==> src/rtl/alarm_display_scanner.sv <==
// Multiplexed 7-segment scanner with frame-synchronous double buffering and anti-ghost dead time.
// Optional digit blinking is compiled in with the SCAN_BLINK_EN macro.
module alarm_display_scanner #(
    parameter int NUM_DIGITS   = 4,
    parameter int PRESCALE     = 100000,
    parameter int DEAD         = 16,
    parameter int BLINK_FRAMES = 64
) (
    input  logic                    clk,
    input  logic                    reset,
    input  logic [4*NUM_DIGITS-1:0] digits,
    input  logic [NUM_DIGITS-1:0]   blank_mask,
    input  logic [NUM_DIGITS-1:0]   dp_mask,
    input  logic [NUM_DIGITS-1:0]   blink_mask,
    input  logic                    load,
    output logic [NUM_DIGITS-1:0]   an,
    output logic [6:0]              seg,
    output logic                    dp,
    output logic                    frame_done
);

    localparam int CNT_W = (PRESCALE > 1) ? $clog2(PRESCALE) : 1;
    localparam int IDX_W = $clog2(NUM_DIGITS);

    localparam logic [CNT_W-1:0] CNT_ZERO = CNT_W'(0);
    localparam logic [CNT_W-1:0] CNT_ONE  = CNT_W'(1);
    localparam logic [CNT_W-1:0] CNT_MAX  = CNT_W'(PRESCALE - 1);
    localparam logic [CNT_W-1:0] DEAD_V   = CNT_W'(DEAD);
    localparam logic [IDX_W-1:0] IDX_ZERO = IDX_W'(0);
    localparam logic [IDX_W-1:0] IDX_ONE  = IDX_W'(1);
    localparam logic [IDX_W-1:0] IDX_MAX  = IDX_W'(NUM_DIGITS - 1);

    localparam logic [NUM_DIGITS-1:0]   AN_OFF   = {NUM_DIGITS{1'b1}};
    localparam logic [NUM_DIGITS-1:0]   AN_ONE   = NUM_DIGITS'(1);
    localparam logic [NUM_DIGITS-1:0]   MASK_Z   = {NUM_DIGITS{1'b0}};
    localparam logic [4*NUM_DIGITS-1:0] DIGITS_Z = {(4*NUM_DIGITS){1'b0}};

    // Active-low hex decode, seg[0]=a .. seg[6]=g.
    function automatic logic [6:0] hex_to_seg(input logic [3:0] nib);
        logic [6:0] s;
        case (nib)
            4'h0:    s = 7'b1000000;
            4'h1:    s = 7'b1111001;
            4'h2:    s = 7'b0100100;
            4'h3:    s = 7'b0110000;
            4'h4:    s = 7'b0011001;
            4'h5:    s = 7'b0010010;
            4'h6:    s = 7'b0000010;
            4'h7:    s = 7'b1111000;
            4'h8:    s = 7'b0000000;
            4'h9:    s = 7'b0010000;
            4'hA:    s = 7'b0001000;
            4'hB:    s = 7'b0000011;
            4'hC:    s = 7'b1000110;
            4'hD:    s = 7'b0100001;
            4'hE:    s = 7'b0000110;
            4'hF:    s = 7'b0001110;
            default: s = 7'b1111111;
        endcase
        return s;
    endfunction

    logic [CNT_W-1:0]        cnt_r;
    logic [IDX_W-1:0]        idx_r;
    logic [CNT_W-1:0]        cnt_next_s;
    logic [IDX_W-1:0]        idx_next_s;
    logic                    slot_end_s;
    logic                    boundary_s;
    logic                    take_load_s;
    logic                    promote_s;
    logic                    stash_s;

    logic [4*NUM_DIGITS-1:0] act_digits_r;
    logic [NUM_DIGITS-1:0]   act_blank_r;
    logic [NUM_DIGITS-1:0]   act_dp_r;
    logic                    act_valid_r;
    logic [4*NUM_DIGITS-1:0] pend_digits_r;
    logic [NUM_DIGITS-1:0]   pend_blank_r;
    logic [NUM_DIGITS-1:0]   pend_dp_r;
    logic                    pend_r;

    logic                    blink_dark_s;
    logic                    dark_s;
    logic [3:0]              nib_s;
    logic [NUM_DIGITS-1:0]   an_s;
    logic [6:0]              seg_s;
    logic                    dp_s;

    logic [NUM_DIGITS-1:0]   an_r;
    logic [6:0]              seg_r;
    logic                    dp_r;
    logic                    frame_done_r;

    // Scan position advance and buffer-transfer decisions for this cycle.
    always_comb begin
        slot_end_s = (cnt_r == CNT_MAX);
        boundary_s = slot_end_s && (idx_r == IDX_MAX);
        if (slot_end_s) begin
            cnt_next_s = CNT_ZERO;
            if (idx_r == IDX_MAX) begin
                idx_next_s = IDX_ZERO;
            end else begin
                idx_next_s = idx_r + IDX_ONE;
            end
        end else begin
            cnt_next_s = cnt_r + CNT_ONE;
            idx_next_s = idx_r;
        end
        take_load_s = load && boundary_s;
        promote_s   = boundary_s && pend_r && !load;
        stash_s     = load && !boundary_s;
    end

    // Prescaler, digit index and frame_done; frame_done is predicted one cycle early so it is high in the boundary cycle itself.
    always_ff @(posedge clk or negedge reset) begin
        if (!reset) begin
            cnt_r        <= CNT_ZERO;
            idx_r        <= IDX_ZERO;
            frame_done_r <= 1'b0;
        end else begin
            cnt_r        <= cnt_next_s;
            idx_r        <= idx_next_s;
            frame_done_r <= (cnt_next_s == CNT_MAX) && (idx_next_s == IDX_MAX);
        end
    end

    // Pending/active double buffer; active only changes on a frame boundary so a frame never mixes old and new data.
    always_ff @(posedge clk or negedge reset) begin
        if (!reset) begin
            act_digits_r  <= DIGITS_Z;
            act_blank_r   <= MASK_Z;
            act_dp_r      <= MASK_Z;
            act_valid_r   <= 1'b0;
            pend_digits_r <= DIGITS_Z;
            pend_blank_r  <= MASK_Z;
            pend_dp_r     <= MASK_Z;
            pend_r        <= 1'b0;
        end else if (take_load_s) begin
            act_digits_r <= digits;
            act_blank_r  <= blank_mask;
            act_dp_r     <= dp_mask;
            act_valid_r  <= 1'b1;
            pend_r       <= 1'b0;
        end else if (promote_s) begin
            act_digits_r <= pend_digits_r;
            act_blank_r  <= pend_blank_r;
            act_dp_r     <= pend_dp_r;
            act_valid_r  <= 1'b1;
            pend_r       <= 1'b0;
        end else if (stash_s) begin
            pend_digits_r <= digits;
            pend_blank_r  <= blank_mask;
            pend_dp_r     <= dp_mask;
            pend_r        <= 1'b1;
        end else begin
            pend_r <= pend_r;
        end
    end

`ifdef SCAN_BLINK_EN
    localparam int FCNT_W = (BLINK_FRAMES > 1) ? $clog2(BLINK_FRAMES) : 1;
    localparam logic [FCNT_W-1:0] FCNT_ZERO = FCNT_W'(0);
    localparam logic [FCNT_W-1:0] FCNT_ONE  = FCNT_W'(1);
    localparam logic [FCNT_W-1:0] FCNT_MAX  = FCNT_W'(BLINK_FRAMES - 1);

    logic [NUM_DIGITS-1:0] act_blink_r;
    logic [NUM_DIGITS-1:0] pend_blink_r;
    logic [FCNT_W-1:0]     fcnt_r;
    logic                  phase_r;

    // Blink mask follows the same pending/active transfer as the other masks.
    always_ff @(posedge clk or negedge reset) begin
        if (!reset) begin
            act_blink_r  <= MASK_Z;
            pend_blink_r <= MASK_Z;
        end else if (take_load_s) begin
            act_blink_r <= blink_mask;
        end else if (promote_s) begin
            act_blink_r <= pend_blink_r;
        end else if (stash_s) begin
            pend_blink_r <= blink_mask;
        end else begin
            act_blink_r <= act_blink_r;
        end
    end

    // Frame counter toggles the blink phase every BLINK_FRAMES boundaries.
    always_ff @(posedge clk or negedge reset) begin
        if (!reset) begin
            fcnt_r  <= FCNT_ZERO;
            phase_r <= 1'b0;
        end else if (boundary_s) begin
            if (fcnt_r == FCNT_MAX) begin
                fcnt_r  <= FCNT_ZERO;
                phase_r <= ~phase_r;
            end else begin
                fcnt_r <= fcnt_r + FCNT_ONE;
            end
        end else begin
            fcnt_r <= fcnt_r;
        end
    end

    assign blink_dark_s = phase_r & act_blink_r[idx_r];
`else
    logic unused_blink_s;
    assign unused_blink_s = ^blink_mask;
    assign blink_dark_s   = 1'b0;
`endif

    // Drive pattern for the current slot; nothing is shown until data has reached the active buffer.
    always_comb begin
        nib_s  = act_digits_r[{idx_r, 2'b00} +: 4];
        dark_s = !act_valid_r || act_blank_r[idx_r] || blink_dark_s;
        if (dark_s) begin
            an_s  = AN_OFF;
            seg_s = 7'h7F;
            dp_s  = 1'b1;
        end else begin
            seg_s = hex_to_seg(nib_s);
            dp_s  = ~act_dp_r[idx_r];
            if (cnt_r < DEAD_V) begin
                an_s = AN_OFF;
            end else begin
                an_s = ~(AN_ONE << idx_r);
            end
        end
    end

    // Output registers: one cycle behind the scan state.
    always_ff @(posedge clk or negedge reset) begin
        if (!reset) begin
            an_r  <= AN_OFF;
            seg_r <= 7'h7F;
            dp_r  <= 1'b1;
        end else begin
            an_r  <= an_s;
            seg_r <= seg_s;
            dp_r  <= dp_s;
        end
    end

    assign an         = an_r;
    assign seg        = seg_r;
    assign dp         = dp_r;
    assign frame_done = frame_done_r;

endmodule

==> config.mk <==
export PLATFORM = sky130hd
export DESIGN_NAME = alarm_display_scanner
export DESIGN_NICKNAME = d
export VERILOG_FILES = /design/src/rtl/alarm_display_scanner.sv
export SDC_FILE = /design/constraint.sdc
export NUM_CORES = 1
export LEC_CHECK = 0
export BUFFER_PORTS_ARGS = -buffer_cell sky130_fd_sc_hd__buf_4
export CORE_ASPECT_RATIO = 1.4
export CORE_UTILIZATION = 40
export CTS_CLUSTER_SIZE = 20
export DETAILED_ROUTE_END_ITERATION = 8
export GPL_TIMING_DRIVEN = 0
export PLACE_DENSITY = 0.68
export SLEW_MARGIN = 5
export SYNTH_ARGS = -nofsm -noshare
export SYNTH_HDL_FRONTEND = slang
export SYNTH_SLANG_ARGS = --single-unit
==> constraint.sdc <==
create_clock -name clk -period 3.4 [get_ports clk]
set_clock_uncertainty 0.15 [all_clocks]
set_input_delay 0.68 -clock clk [delete_from_list [all_inputs] [get_ports clk]]
set_output_delay 0.68 -clock clk [all_outputs]
set_load 0.02 [all_outputs]
==> results.json <==
{
  "final_cells": 479,
  "crit_chain": "or4_1, or4_4, nor4_4, a21boi_2, buf_6, mux2_4",
  "dp.cells": 464,
  "grt_pass1_wl_microns": 12500,
  "ios": 44,
  "drv_slew": 0,
  "leakagePower_nw": 2.20,
  "ys_seq_elements": 82,
  "worstSetupPathType": "register to register",
  "top_usage_layer": "met2",
  "yosysUniqueCellTypes": 44,
  "area_growth_pct": 19.7,
  "grt_util_met2_pct": 26.0,
  "yosysWarningCount": 0,
  "setup_violations": 0,
  "tightest_slew_ns": 1.01,
  "placed_area_sq_um": 4470,
  "route.detailed.drc": 0,
  "reg2reg_slack_ns": 0.50,
  "port_buffers": 38,
  "clk-insertion-delay-late_ns": 0.33,
  "place_ws_ns": 0.487,
  "post_cts_resized": 0,
  "layout_setup_ws_ns": 0.497,
  "syn-num-nets": 336,
  "use_met1_pct": 19.8,
  "ant_nets": 0,
  "peakVddDrop_mv": 0.233,
  "cp-end-kind": "register",
  "wirelength_microns": 7200,
  "fin_area_sq_um": 4810,
  "htree_levels": 3,
  "fin_nets": 385,
  "route.detailed.wl_per_inst_microns": 15.0,
  "maxCapViolations": 0,
  "holdCritPathClass": "register to register",
  "final_layout_size_suffix_gt1_share_pct": 45.0,
  "min_path_cells": 1,
  "path_clk_slew_ns": 0.06,
  "clockBufferDepth": 2,
  "async_reset_ff_share_pct": 100,
  "p_seq_share_pct": 45.2,
  "grt_setup_unrepaired": "no",
  "syn-cell-area_sq_um": 4020,
  "avgSynthCellArea_sq_um": 13.7,
  "drtPass1Iterations": 4,
  "netlist_instances": 294,
  "cpMaxStageDelayCell": "or4_1",
  "die_w_microns": 86.7,
  "post-cts-setup-buffer-count": 0,
  "rr_worst_depth": 6,
  "grt_max_degree": 83,
  "power_density_nw_per_um2": 469,
  "dieArea_sq_um": 10500,
  "fmax_mhz": 344,
  "final_cell_mix": "dfrtp_1 (70), mux2_2 (51), buf_4 (38), mux2_4 (20), nand2_1 (16)",
  "final_common_cell": "dfrtp_1",
  "totalPowerFinal_mw": 2.26,
  "dieHeight_microns": 121,
  "p_switching_uw": 433,
  "cp.required_ns": 3.47,
  "core_sq_um": 9620,
  "timing.final.crit_share_pct": 85.4,
  "cts_sinks": 82,
  "relSlewSlack_pct": 32.8,
  "p_sw_share_pct": 19.2,
  "std_cell_rows": 42,
  "synth_edf_count": 0,
  "antenna_cells": 0,
  "ys.flop_type": "dfrtp_1",
  "root_buffer": "clkbuf_16",
  "vias": 2435,
  "grt-ovfl-total": 0,
  "cts_tree": "yes",
  "ys_seq_area_share_pct": 51.5,
  "status": "finished clean",
  "grt_pass1_vias": 2578,
  "via_per_inst": 5.08,
  "fin_crit_ns": 2.90,
  "antenna_found_initial": 0,
  "gp_congestion": 0.804,
  "cts_buffers": 9,
  "cp-start-kind": "register",
  "grt_use_total_pct": 15.9,
  "crit_fanout": 10,
  "cts_hold_buf": 0,
  "p_int_mw": 1.82,
  "hold_violations": 0,
  "arrival_ns": 2.97,
  "drt_iter0_drc": 54,
  "critPathMaxStageDelay_ns": 0.57,
  "grtUsageMet3_pct": 3.07,
  "pwr-share-comb_pct": 6.3,
  "dp_hpwl_microns": 4980,
  "initial_core_util_pct": 41.8,
  "p_clk_share_pct": 48.4,
  "finalSetupTns_ns": 0
}
[path summary, 6_finish.rpt]
path,startpoint,end
worst max register to register,cnt_r[11]$_DFF_PN0_,pend_digits_r[10]$_DFFE_PN0P_
worst min register to register,act_valid_r$_DFFE_PN0P_,act_valid_r$_DFFE_PN0P_
worst min-delay path,act_valid_r$_DFFE_PN0P_,act_valid_r$_DFFE_PN0P_
worst max-delay path,cnt_r[11]$_DFF_PN0_,pend_digits_r[10]$_DFFE_PN0P_
max in group asynchronous,reset,cnt_r[2]$_DFF_PN0_
min in group asynchronous,reset,pend_digits_r[4]$_DFFE_PN0P_
[kinds of logic after synthesis]
group                    Yosys count  share of synthesized area [%]
XOR/XNOR                          15                           3.27
AO/OA/AOI/OAI                     17                           3.12
multiplexers                      80                           26.2
AND/OR/NAND/NOR                   67                           9.66
adder cells (fa/ha/maj)           11                           3.43
buffers and inverters             22                           2.83
flip-flops                        82                           51.5
[synthesized netlist by cell type (2+ instances only)]
cell      count  share of area (%)
xnor2_1       5                1.1
o211ai_1      3               0.56
o221ai_1      3               0.65
inv_1         9               0.84
a21oi_1       3               0.37
nand2_1      16                1.5
buf_6         4                1.1
dfstp_2      12                7.9
nand2b_1      5               0.78
xor2_1       10                2.2
and3_1        4               0.62
nor3_1        3               0.37
and4_1        2               0.44
nand4_1       4               0.62
nor2b_1       3               0.47
mux4_2        7                3.9
nor2_1       11                1.0
clkbuf_1      7               0.65
dfrtp_1      70                 44
or4_1         3               0.56
nand3_1       6               0.75
mux2_2       51                 14
mux2_4       20                7.5
ha_1         11                3.4
o21ai_0       3               0.37
[cell type report]
class                           count  area (sq um)
Sequential cell                    82          2070
Clock inverter                      5           103
Clock buffer                       10           239
Fill cell                         853          4810
Inverter                            9          33.8
Multi-Input combinational cell    190          1840
Tap cell                          132           165
Buffer                             13          80.1
Timing Repair Buffer               38           285
[critical path, delay by kind of cell (launching register included)]
family | cells | cell delay (ns)
AO/OA/AOI/OAI | 1 | 0.22
flip-flops | 1 | 0.40
buffers and inverters | 1 | 0.21
multiplexers | 1 | 0.30
AND/OR/NAND/NOR | 3 | 1.50
[metal layers]
metal	part of all wire [%]	vias to the layer above
li1	-	1153
met1	45	1232
met4	2.3	0
met3	2.3	11
met2	51	39
met5	0	-
[flip-flops by register name, summed over array words and instances (netlist names), 2 cells and up]
signal,cells
idx_r,2
act_blank_r,4
an,4
cnt_r,17
pend_blank_r,4
pend_dp_r,4
act_digits_r,16
act_dp_r,4
pend_digits_r,16
seg,7
[per-stage QoR]
step / hold slack, ns / util, %
floorplan: 0.234 / -
global placement: 0.294 / 46.4
detailed placement: 0.298 / 46.4
CTS: 0.316 / 50.0
global route: 0.336 / 50.0
finish: 0.314 / 50.0
[power by group through the flow]
stage | Sequential (mW) | Clock [mW] | Combinational [mW]
floorplan | 1.03 | 0 | 0.0875
global placement | 1.04 | 0 | 0.144
detailed placement | 1.04 | 0 | 0.147
CTS | 1.02 | 1.12 | 0.148
global route | 1.02 | 1.16 | 0.158
finish | 1.02 | 1.09 | 0.143
Note: power is estimated with default switching activity, not from simulation.
